==> src/rtl/mem_ctrl.sv <==
// rtl/mem_ctrl.sv - byte-serialising memory controller for fetch and load/store requests
module mem_ctrl (
  input  logic        clk,
  input  logic        rst,
  input  logic        rdy,
  input  logic        clear,
  input  logic        inst_en_i,
  input  logic [31:0] inst_addr_i,
  output logic        inst_valid_o,
  output logic [31:0] inst_o,
  input  logic        data_en_i,
  input  logic        data_wr_i,
  input  logic [31:0] data_addr_i,
  input  logic [2:0]  data_len_i,
  input  logic [31:0] data_i,
  output logic        data_valid_o,
  output logic [31:0] data_o,
  input  logic [7:0]  mem_din,
  output logic [7:0]  mem_dout,
  output logic [31:0] mem_a,
  output logic        mem_wr
);

  typedef enum logic [2:0] {IDLE, IFETCH, DREAD, DWRITE, DONE} state_t;

  state_t      state_q, state_d;
  logic [2:0]  cnt_q, cnt_d;
  logic [2:0]  rcv_q, rcv_d;
  logic [2:0]  len_q, len_d;
  logic [31:0] base_q, base_d;
  logic [31:0] wbuf_q, wbuf_d;
  logic [31:0] rbuf_q, rbuf_d;
  logic        abort_q, abort_d;
  logic        first_q, first_d;
  logic        wr_q, wr_d;
  logic        ivalid_q, ivalid_d;
  logic        dvalid_q, dvalid_d;
  logic [31:0] mem_a_d;
  logic [7:0]  mem_dout_d;
  logic [31:0] inst_o_d, data_o_d;
  logic [31:0] rbuf_cap;

  // Zero every byte lane at or above the transfer length.
  function automatic logic [31:0] keep_bytes(input logic [31:0] v, input logic [2:0] n);
    case (n)
      3'd1:    keep_bytes = {24'b0, v[7:0]};
      3'd2:    keep_bytes = {16'b0, v[15:0]};
      3'd3:    keep_bytes = {8'b0, v[23:0]};
      default: keep_bytes = v;
    endcase
  endfunction

  // The write strobe drops immediately on a stall; the held byte is replayed once rdy returns.
  // A flush during the DONE cycle hides the completion pulse.
  assign mem_wr       = wr_q & rdy;
  assign data_valid_o = dvalid_q & ~clear;
  assign inst_valid_o = ivalid_q & ~clear;

  // Next-state and next-register computation for the transfer sequencer.
  always_comb begin
    state_d    = state_q;
    cnt_d      = cnt_q;
    rcv_d      = rcv_q;
    len_d      = len_q;
    base_d     = base_q;
    wbuf_d     = wbuf_q;
    rbuf_d     = rbuf_q;
    abort_d    = abort_q;
    first_d    = first_q;
    wr_d       = 1'b0;
    ivalid_d   = 1'b0;
    dvalid_d   = 1'b0;
    mem_a_d    = mem_a;
    mem_dout_d = mem_dout;
    inst_o_d   = inst_o;
    data_o_d   = data_o;
    rbuf_cap   = rbuf_q;
    rbuf_cap[{rcv_q[1:0], 3'b000} +: 8] = mem_din;

    case (state_q)
      IDLE: begin
        if (!clear && (data_en_i || inst_en_i)) begin
          cnt_d   = 3'd1;
          rcv_d   = 3'd0;
          rbuf_d  = '0;
          abort_d = 1'b0;
          first_d = 1'b1;
          if (data_en_i) begin
            base_d  = data_addr_i;
            len_d   = data_len_i;
            wbuf_d  = data_i;
            mem_a_d = data_addr_i;
            if (data_wr_i) begin
              state_d    = DWRITE;
              wr_d       = 1'b1;
              mem_dout_d = data_i[7:0];
            end else begin
              state_d = DREAD;
            end
          end else begin
            base_d  = inst_addr_i;
            len_d   = 3'd4;
            mem_a_d = inst_addr_i;
            state_d = IFETCH;
          end
        end
      end
      IFETCH, DREAD: begin
        if (clear) begin
          state_d = IDLE;
        end else begin
          if (cnt_q < len_q) begin
            mem_a_d = base_q + {29'b0, cnt_q};
            cnt_d   = cnt_q + 3'd1;
          end
          // RAM data trails the address by one cycle, so the first addressed cycle has nothing to capture.
          if (first_q) begin
            first_d = 1'b0;
          end else begin
            rbuf_d = rbuf_cap;
            rcv_d  = rcv_q + 3'd1;
            if (rcv_q + 3'd1 == len_q) begin
              state_d = DONE;
              if (state_q == IFETCH) begin
                ivalid_d = 1'b1;
                inst_o_d = keep_bytes(rbuf_cap, len_q);
              end else begin
                dvalid_d = 1'b1;
                data_o_d = keep_bytes(rbuf_cap, len_q);
              end
            end
          end
        end
      end
      DWRITE: begin
        // A committed store always finishes; a flush only silences its completion.
        if (clear) abort_d = 1'b1;
        if (cnt_q < len_q) begin
          mem_a_d    = base_q + {29'b0, cnt_q};
          mem_dout_d = wbuf_q[{cnt_q[1:0], 3'b000} +: 8];
          wr_d       = 1'b1;
          cnt_d      = cnt_q + 3'd1;
        end else begin
          state_d  = DONE;
          dvalid_d = ~(abort_q | clear);
          data_o_d = keep_bytes(rbuf_q, len_q);
        end
      end
      DONE: begin
        state_d = IDLE;
      end
      default: begin
        state_d = IDLE;
      end
    endcase
  end

  // State and datapath registers; rdy low holds everything.
  always_ff @(posedge clk) begin
    if (!rst) begin
      state_q  <= IDLE;
      cnt_q    <= '0;
      rcv_q    <= '0;
      len_q    <= '0;
      base_q   <= '0;
      wbuf_q   <= '0;
      rbuf_q   <= '0;
      abort_q  <= 1'b0;
      first_q  <= 1'b0;
      wr_q     <= 1'b0;
      ivalid_q <= 1'b0;
      dvalid_q <= 1'b0;
      mem_a    <= '0;
      mem_dout <= '0;
      inst_o   <= '0;
      data_o   <= '0;
    end else if (rdy) begin
      state_q  <= state_d;
      cnt_q    <= cnt_d;
      rcv_q    <= rcv_d;
      len_q    <= len_d;
      base_q   <= base_d;
      wbuf_q   <= wbuf_d;
      rbuf_q   <= rbuf_d;
      abort_q  <= abort_d;
      first_q  <= first_d;
      wr_q     <= wr_d;
      ivalid_q <= ivalid_d;
      dvalid_q <= dvalid_d;
      mem_a    <= mem_a_d;
      mem_dout <= mem_dout_d;
      inst_o   <= inst_o_d;
      data_o   <= data_o_d;
    end
  end

endmodule

==> config.mk <==
export PLATFORM = sky130hd
export DESIGN_NAME = mem_ctrl
export DESIGN_NICKNAME = d
export VERILOG_FILES = /design/src/rtl/mem_ctrl.sv
export SDC_FILE = /design/constraint.sdc
export NUM_CORES = 1
export LEC_CHECK = 0
export ABC_AREA = 1
export BUFFER_PORTS_ARGS = -buffer_cell sky130_fd_sc_hd__buf_2
export CORE_MARGIN = 1
export CORE_UTILIZATION = 60
export DETAILED_ROUTE_END_ITERATION = 10
export GPL_TIMING_DRIVEN = 1
export PLACE_DENSITY = 0.94
export SYNTH_ARGS = -nofsm -noshare
export SYNTH_HDL_FRONTEND = slang
export SYNTH_SLANG_ARGS = --single-unit
export TNS_END_PERCENT = 10
==> constraint.sdc <==
create_clock -name clk -period 3.6 [get_ports clk]
set_input_delay 0.18 -clock clk [delete_from_list [all_inputs] [get_ports clk]]
set_output_delay 0.18 -clock clk [all_outputs]
set_load 0.01 [all_outputs]
=== Word level (Yosys, flattened, before mapping) ===
Index checks and enable logic that the tools add are counted.

* Memory bits (read-only): 0
* Register bits: 217
* Bits in latches: 0
* Memories: 0
* RAM bits: 0
* Logic and storage cells: 131

* $mul: 0
* Mux-type cells: 62
* Div/mod/pow operators: 0
* Eq/ne operators: 19
* Add/sub/neg operators: 4
* Reductions and logical operators: 19
* Order comparisons: 1
* Bitwise logic cells: 7
* Shifts and indexed selects: 3

{| class="wikitable"
|+ Operators with widths
! cell !! count
|-
| $mux 32 || 12
|-
| $pmux 32 s3 || 3
|-
| $pmux 32 s2 || 2
|-
| $mux 3 || 13
|-
| $add 32x3->32 || 1
|-
| $bwmux 32 || 1
|-
| $mux 8 || 4
|-
| $shift 8x7->32 const A || 1
|-
| $shiftx 32x6->8 || 1
|-
| $shiftx 8x7->32 || 1
|-
| $ne 2x2->1 const B || 10
|-
| $mux 1 || 19
|-
| $pmux 3 s3 || 2
|-
| $pmux 8 s2 || 1
|-
| $reduce_and 4->1 || 4
|-
| $eq 3x2->1 const B || 4
|-
| $reduce_and 6->1 || 2
|-
| $reduce_and 5->1 || 2
|-
| $pmux 1 s2 || 4
|-
| $neg 5->7 || 1
|-
| $reduce_and 7->1 || 1
|-
| $add 3x1->3 const B || 2
|-
| $eq 3x1->1 const B || 2
|-
| $ne 3x3->1 const B || 2
|-
| 14 further kinds || 20
|}

=== Longest topological paths before layout ===
* Depth after elaboration: 9
* Mapped depth: 14

=== Worst setup path before layout ===
OpenSTA, ideal clock, no wires.

* Kind: register to register
* From: register rcv_q[0]
* To: register data_o[0]
* Data required time: 3.487 ns
* Stages on the path, launching flop included: 13
* Slack: 1.475 ns
* Setup time: 0.113 ns
* Arrival time: 2.012 ns
* Cell sequence: dfxtp_1 > buf_4 > inv_1 > ha_1 > inv_1 > nand2_1 > a21oi_1 > nand2_1 > nand2_1 > clkbuf_1 > nand3_1 > nand2_1 > nor2_1

* Cells in the longest elaborated chain, start to end: 9
* Elaborated cells between the ends (all ways): 14
* Those cells by class: add/sub: 2; eq/ne: 2; shift: 2; mux: 7; reduce/logical: 1

{| class="wikitable"
|+ RTL lines
! what !! RTL line !! text
|-
| from (decl) || 28 || <nowiki>logic [2:0] rcv_q, rcv_d;</nowiki>
|-
| from (signal assigned) || 180 || <nowiki>rcv_q <= rcv_d;</nowiki>
|-
| $neg 5->7 || 78 || <nowiki>rbuf_cap[{rcv_q[1:0], 3'b000} +: 8] = mem_din;</nowiki>
|-
| $shiftx 8x7->32 / $shift 8x7->32 (equally long branches) || 78 ||
|-
| $bwmux 32 || 78 ||
|-
| $pmux 32 s3 || 45 || <nowiki>case (n)</nowiki>
|-
| $mux 32 || 124 || <nowiki>if (state_q == IFETCH) begin</nowiki>
|-
| $mux 32 || 122 || <nowiki>if (rcv_q + 3'd1 == len_q) begin</nowiki>
|-
| $mux 32 || 117 || <nowiki>if (first_q) begin</nowiki>
|-
| $mux 32 || 109 || <nowiki>if (clear) begin</nowiki>
|-
| $pmux 32 s2 || 80 || <nowiki>case (state_q)</nowiki>
|-
| to (signal assigned) || 193 || <nowiki>data_o <= data_o_d;</nowiki>
|-
| to (decl) || 17 || <nowiki>output logic [31:0] data_o,</nowiki>
|}

Parallel ways exist; a longest one is shown, timed or not. The select of a mux whose other input is x is not followed.
A chain may end at the register's enable or synchronous reset.

=== Worst setup path in the final report ===
* From: register rcv_q[0]
* To: register data_o[2]

Same word-level chain as after synthesis.

==> run summary <==
### Status
- **run status** finished clean

### Worst setup path
- **Worst setup SP type** flip-flop
- **required time of the critical path** 4.06 ns
- **biggest fanout along the worst timing path** 32
- **critical path start-end classification** flip-flop to flip-flop
- **CP arrival** 3.22 ns
- **kind of end point of the critical path** flip-flop

### Floorplan
- **core region area** 0.0180 mm2
- **initial standard-cell utilization of the core** 61.2%
- **die footprint** 0.0189 mm2
- **x dimension of the die** 138 um
- **number of placement rows** 49
- **Vert. Die Dim** 138 um
- **num ports** 221

### Yosys
- **leading register cell type out of synthesis** dfxtp_1
- **Post-synth EDFFs** 0
- **number of warnings reported in the yosys synthesis log** 0
- **synthesized area per cell** 6.63 um2
- **area share of the leading cell type in the synthesized netlist** 39.4%
- **post-synth cell types** 37
- **Cell Area, Synth** 0.0110 mm2
- **register bit total from synthesis** 217
- **cell type with the largest total area after synthesis** dfxtp_1
- **top cells by area in the synthesized netlist** dfxtp_1, nand2_1, nor2_1
- **asr flop ratio synth** 0%
- **post-synthesis net count** 1791
- **Synth Instances** 1665
- **register area share after synthesis** 39.4%

### Timing
- **setup TNS after final layout** 0 ns
- **RSZ-0062 raised after global routing** no
- **final worst path period need** 2.76 ns
- **actual slew at the worst max-slew pin** 1.20 ns
- **Max Slew Vio Count** 0
- **Worst Clk Skew** 0.0193 ns
- **Slew Limit Headroom** 20.0%
- **post-route fraction of the period consumed by the critical path** 76.7%
- **maximum achievable frequency** 0.362 GHz
- **Final Hold Vio Count** 0
- **final setup violation count** 0

### Power and ir drop
- **share of total power in the clock network** 35.5%
- **sequential power share** 40.2%
- **Sw Share** 33.1%
- **cell internal power dissipation** 4.65 mW
- **part of the total power dissipated in combinational logic** 24.4%
- **highest ir drop seen on vdd** 0.477 mV
- **ratio of total power to cell area** 523 mW/mm2
- **cell leakage power** 5.82 nW
- **net load switching power** 2.30 mW

### Place
- **Routability Congestion** 0.940
- **Placed Cells** 2033
- **Post-DP HPWL** 22200 um
- **input/output buffers** 220

### CTS
- **Root Buffer Master** clkbuf_16
- **deepest level of the CTS H-tree** 1
- **number of buffers added by the clock tree synthesis step** 23
- **CTS tree** done
- **clock edge transition at the registers on the reported setup and hold paths** 0.06 ns
- **cells resized by post-CTS repair** 0
- **number of sinks driven by the clock tree** 217
- **Skew-Pair Late Insertion Delay** 0.52 ns
- **clock buffer depth** 3

### Layout
- **fraction of final layout cells sized beyond drive strength 1** 16.7%
- **non-filler cells in the finished layout** 2112
- **Final Net Count** 1990
- **Finished Core Util** 73.7%
- **signed area change from the synthesized netlist to the final layout** 20.4%
- **filler cell count in the final layout** 1459

### Global routing
- **number of antenna violations at the first check in global routing** 2
- **wire length of the first global-routing pass** 53300 um
- **via count of the first global-routing pass** 11.1k
- **largest net degree at the start of global routing** 90
- **overflow left after global routing** 0
- **Global Route Usage Sum** 35.4%

### Routing
- **violation count after the first detailed-route iteration** 1175
- **per-cell via count in the routed design** 5.66
- **post-route DRC violation count** 0
- **number of nets with antenna violations after routing** 0
- **first-pass iteration count of the detailed router** 6
- **Final Routed Wirelength** 33600 um
- **WL/cell** 15.9 um
- **total number of vias** 12.0k

### Job
- **# Max-Cap Violations** 0

### Min path
- **Tightest Hold Check Type** primary input to flip-flop

## layer usage
layer  share of wire, %  global-route usage [%]  routed length [um]  up-vias
met3                8.9                    6.22                2990       91
met2                 46                    56.6               15500      614
met4                3.4                    15.4                1140        0
li1                   -                       -                   -     5802
met1                 42                    46.6               13900     5449
met5                  0                       0                   0        -
## sequential cells by signal, indices dropped and copies added, names as in the netlist, 3 cells and up
name / cells
cnt_q: 3
len_q: 3
data_o: 32
mem_a: 32
wbuf_q: 32
rbuf_q: 32
state_q: 3
rcv_q: 3
base_q: 32
mem_dout: 8
inst_o: 32
## cell usage after synthesis (14+ instances only)
cell type	instances
nand2_1	327
nor2_1	256
dfxtp_1	217
a21oi_1	190
o21ai_0	172
inv_1	158
nand3_1	83
clkbuf_1	63
nor3_1	27
o22ai_1	25
buf_2	21
mux2_2	15
and2_1	14
## stage by stage
step           setup slack, ns  cell area (um2)  total power [mW]  hold slack, ns
2_1_floorplan             1.48            11000              3.94           0.319
3_3_place_gp              1.03            12100              4.39           0.408
3_5_place_dp             0.886            12100              4.44           0.417
4_1_cts                  0.858            13300              6.91          0.0436
5_1_grt                  0.543            13300              7.27           0.101
6_report                 0.838            13300              6.95          0.0607
## cell usage in the layout (no fill, tap or decap), types with 14 or more instances in the layout
master,n
dlygate4sd3_1,35
inv_1,158
nand3_1,82
o21ai_0,172
dfxtp_1,217
and2_1,14
nand2_1,327
mux2_2,15
a21oi_1,190
buf_4,18
o22ai_1,25
nor2_1,254
clkbuf_16,23
nor3_1,27
buf_2,219
## final cells by class
type	instances	area [um2]	area share (%)
antenna	2	5.00	0.0377
inverter	164	616	4.63
multi-input combinational	1186	5660	42.6
sequential	217	4340	32.7
clock buffer	27	621	4.67
tap	229	287	2.16
timing repair buffer	272	1580	11.9
clock inverter	15	168	1.26
## repair_timing
item                      in CTS  in global routing
setup buffers                  0                  0
hold buffers                  35                  0
hold endpoints to repair      35                  0
## worst paths after layout
path / startpoint / endpoint / slack (ns) / cells past startpoint
max: rcv_q[0]$_SDFFE_PN0P_ / data_o[2]$_SDFFE_PN0P_ / 0.84 / 11
min: clear / abort_q$_SDFFE_PN0P_ / 0.06 / 3
max reg2reg: rcv_q[0]$_SDFFE_PN0P_ / data_o[2]$_SDFFE_PN0P_ / 0.84 / 11
min reg2reg: inst_o[29]$_SDFFE_PN0P_ / inst_o[29]$_SDFFE_PN0P_ / 0.44 / 2
## power groups by stage
stage / Combinational [mW] / Clock [mW] / Sequential, mW
detailed placement: 1.61 / 0 / 2.83
floorplan: 1.08 / 0 / 2.86
global route: 1.89 / 2.57 / 2.81
finish: 1.69 / 2.47 / 2.79
CTS: 1.65 / 2.47 / 2.79
global placement: 1.56 / 0 / 2.83
## cells by family (layout without fill, tap and decap cells)
family                   Yosys count  count (layout)  share of synthesized area (%)
AO/OA/AOI/OAI                    407             407                           19.1
XOR/XNOR                          14              14                           1.18
adder cells (fa/ha/maj)           12              12                           1.43
buffers and inverters            262             478                           9.50
flip-flops                       217             217                           39.4
multiplexers                      26              26                           2.53
other                              0               2                              0
AND/OR/NAND/NOR                  727             727                           26.9
## worst max-delay path, cell delays in order (launching register included)
cell	delay, ns
dfxtp_1	0.56
inv_1	0.21
ha_1	0.41
inv_1	0.11
nand2_1	0.06
a21oi_1	0.26
nand2_1	0.12
nand2_1	0.09
nand2_1	0.08
nor2_4	0.57
nor2_1	0.10
nor2_1	0.13
(Power assumes the default switching activity.)
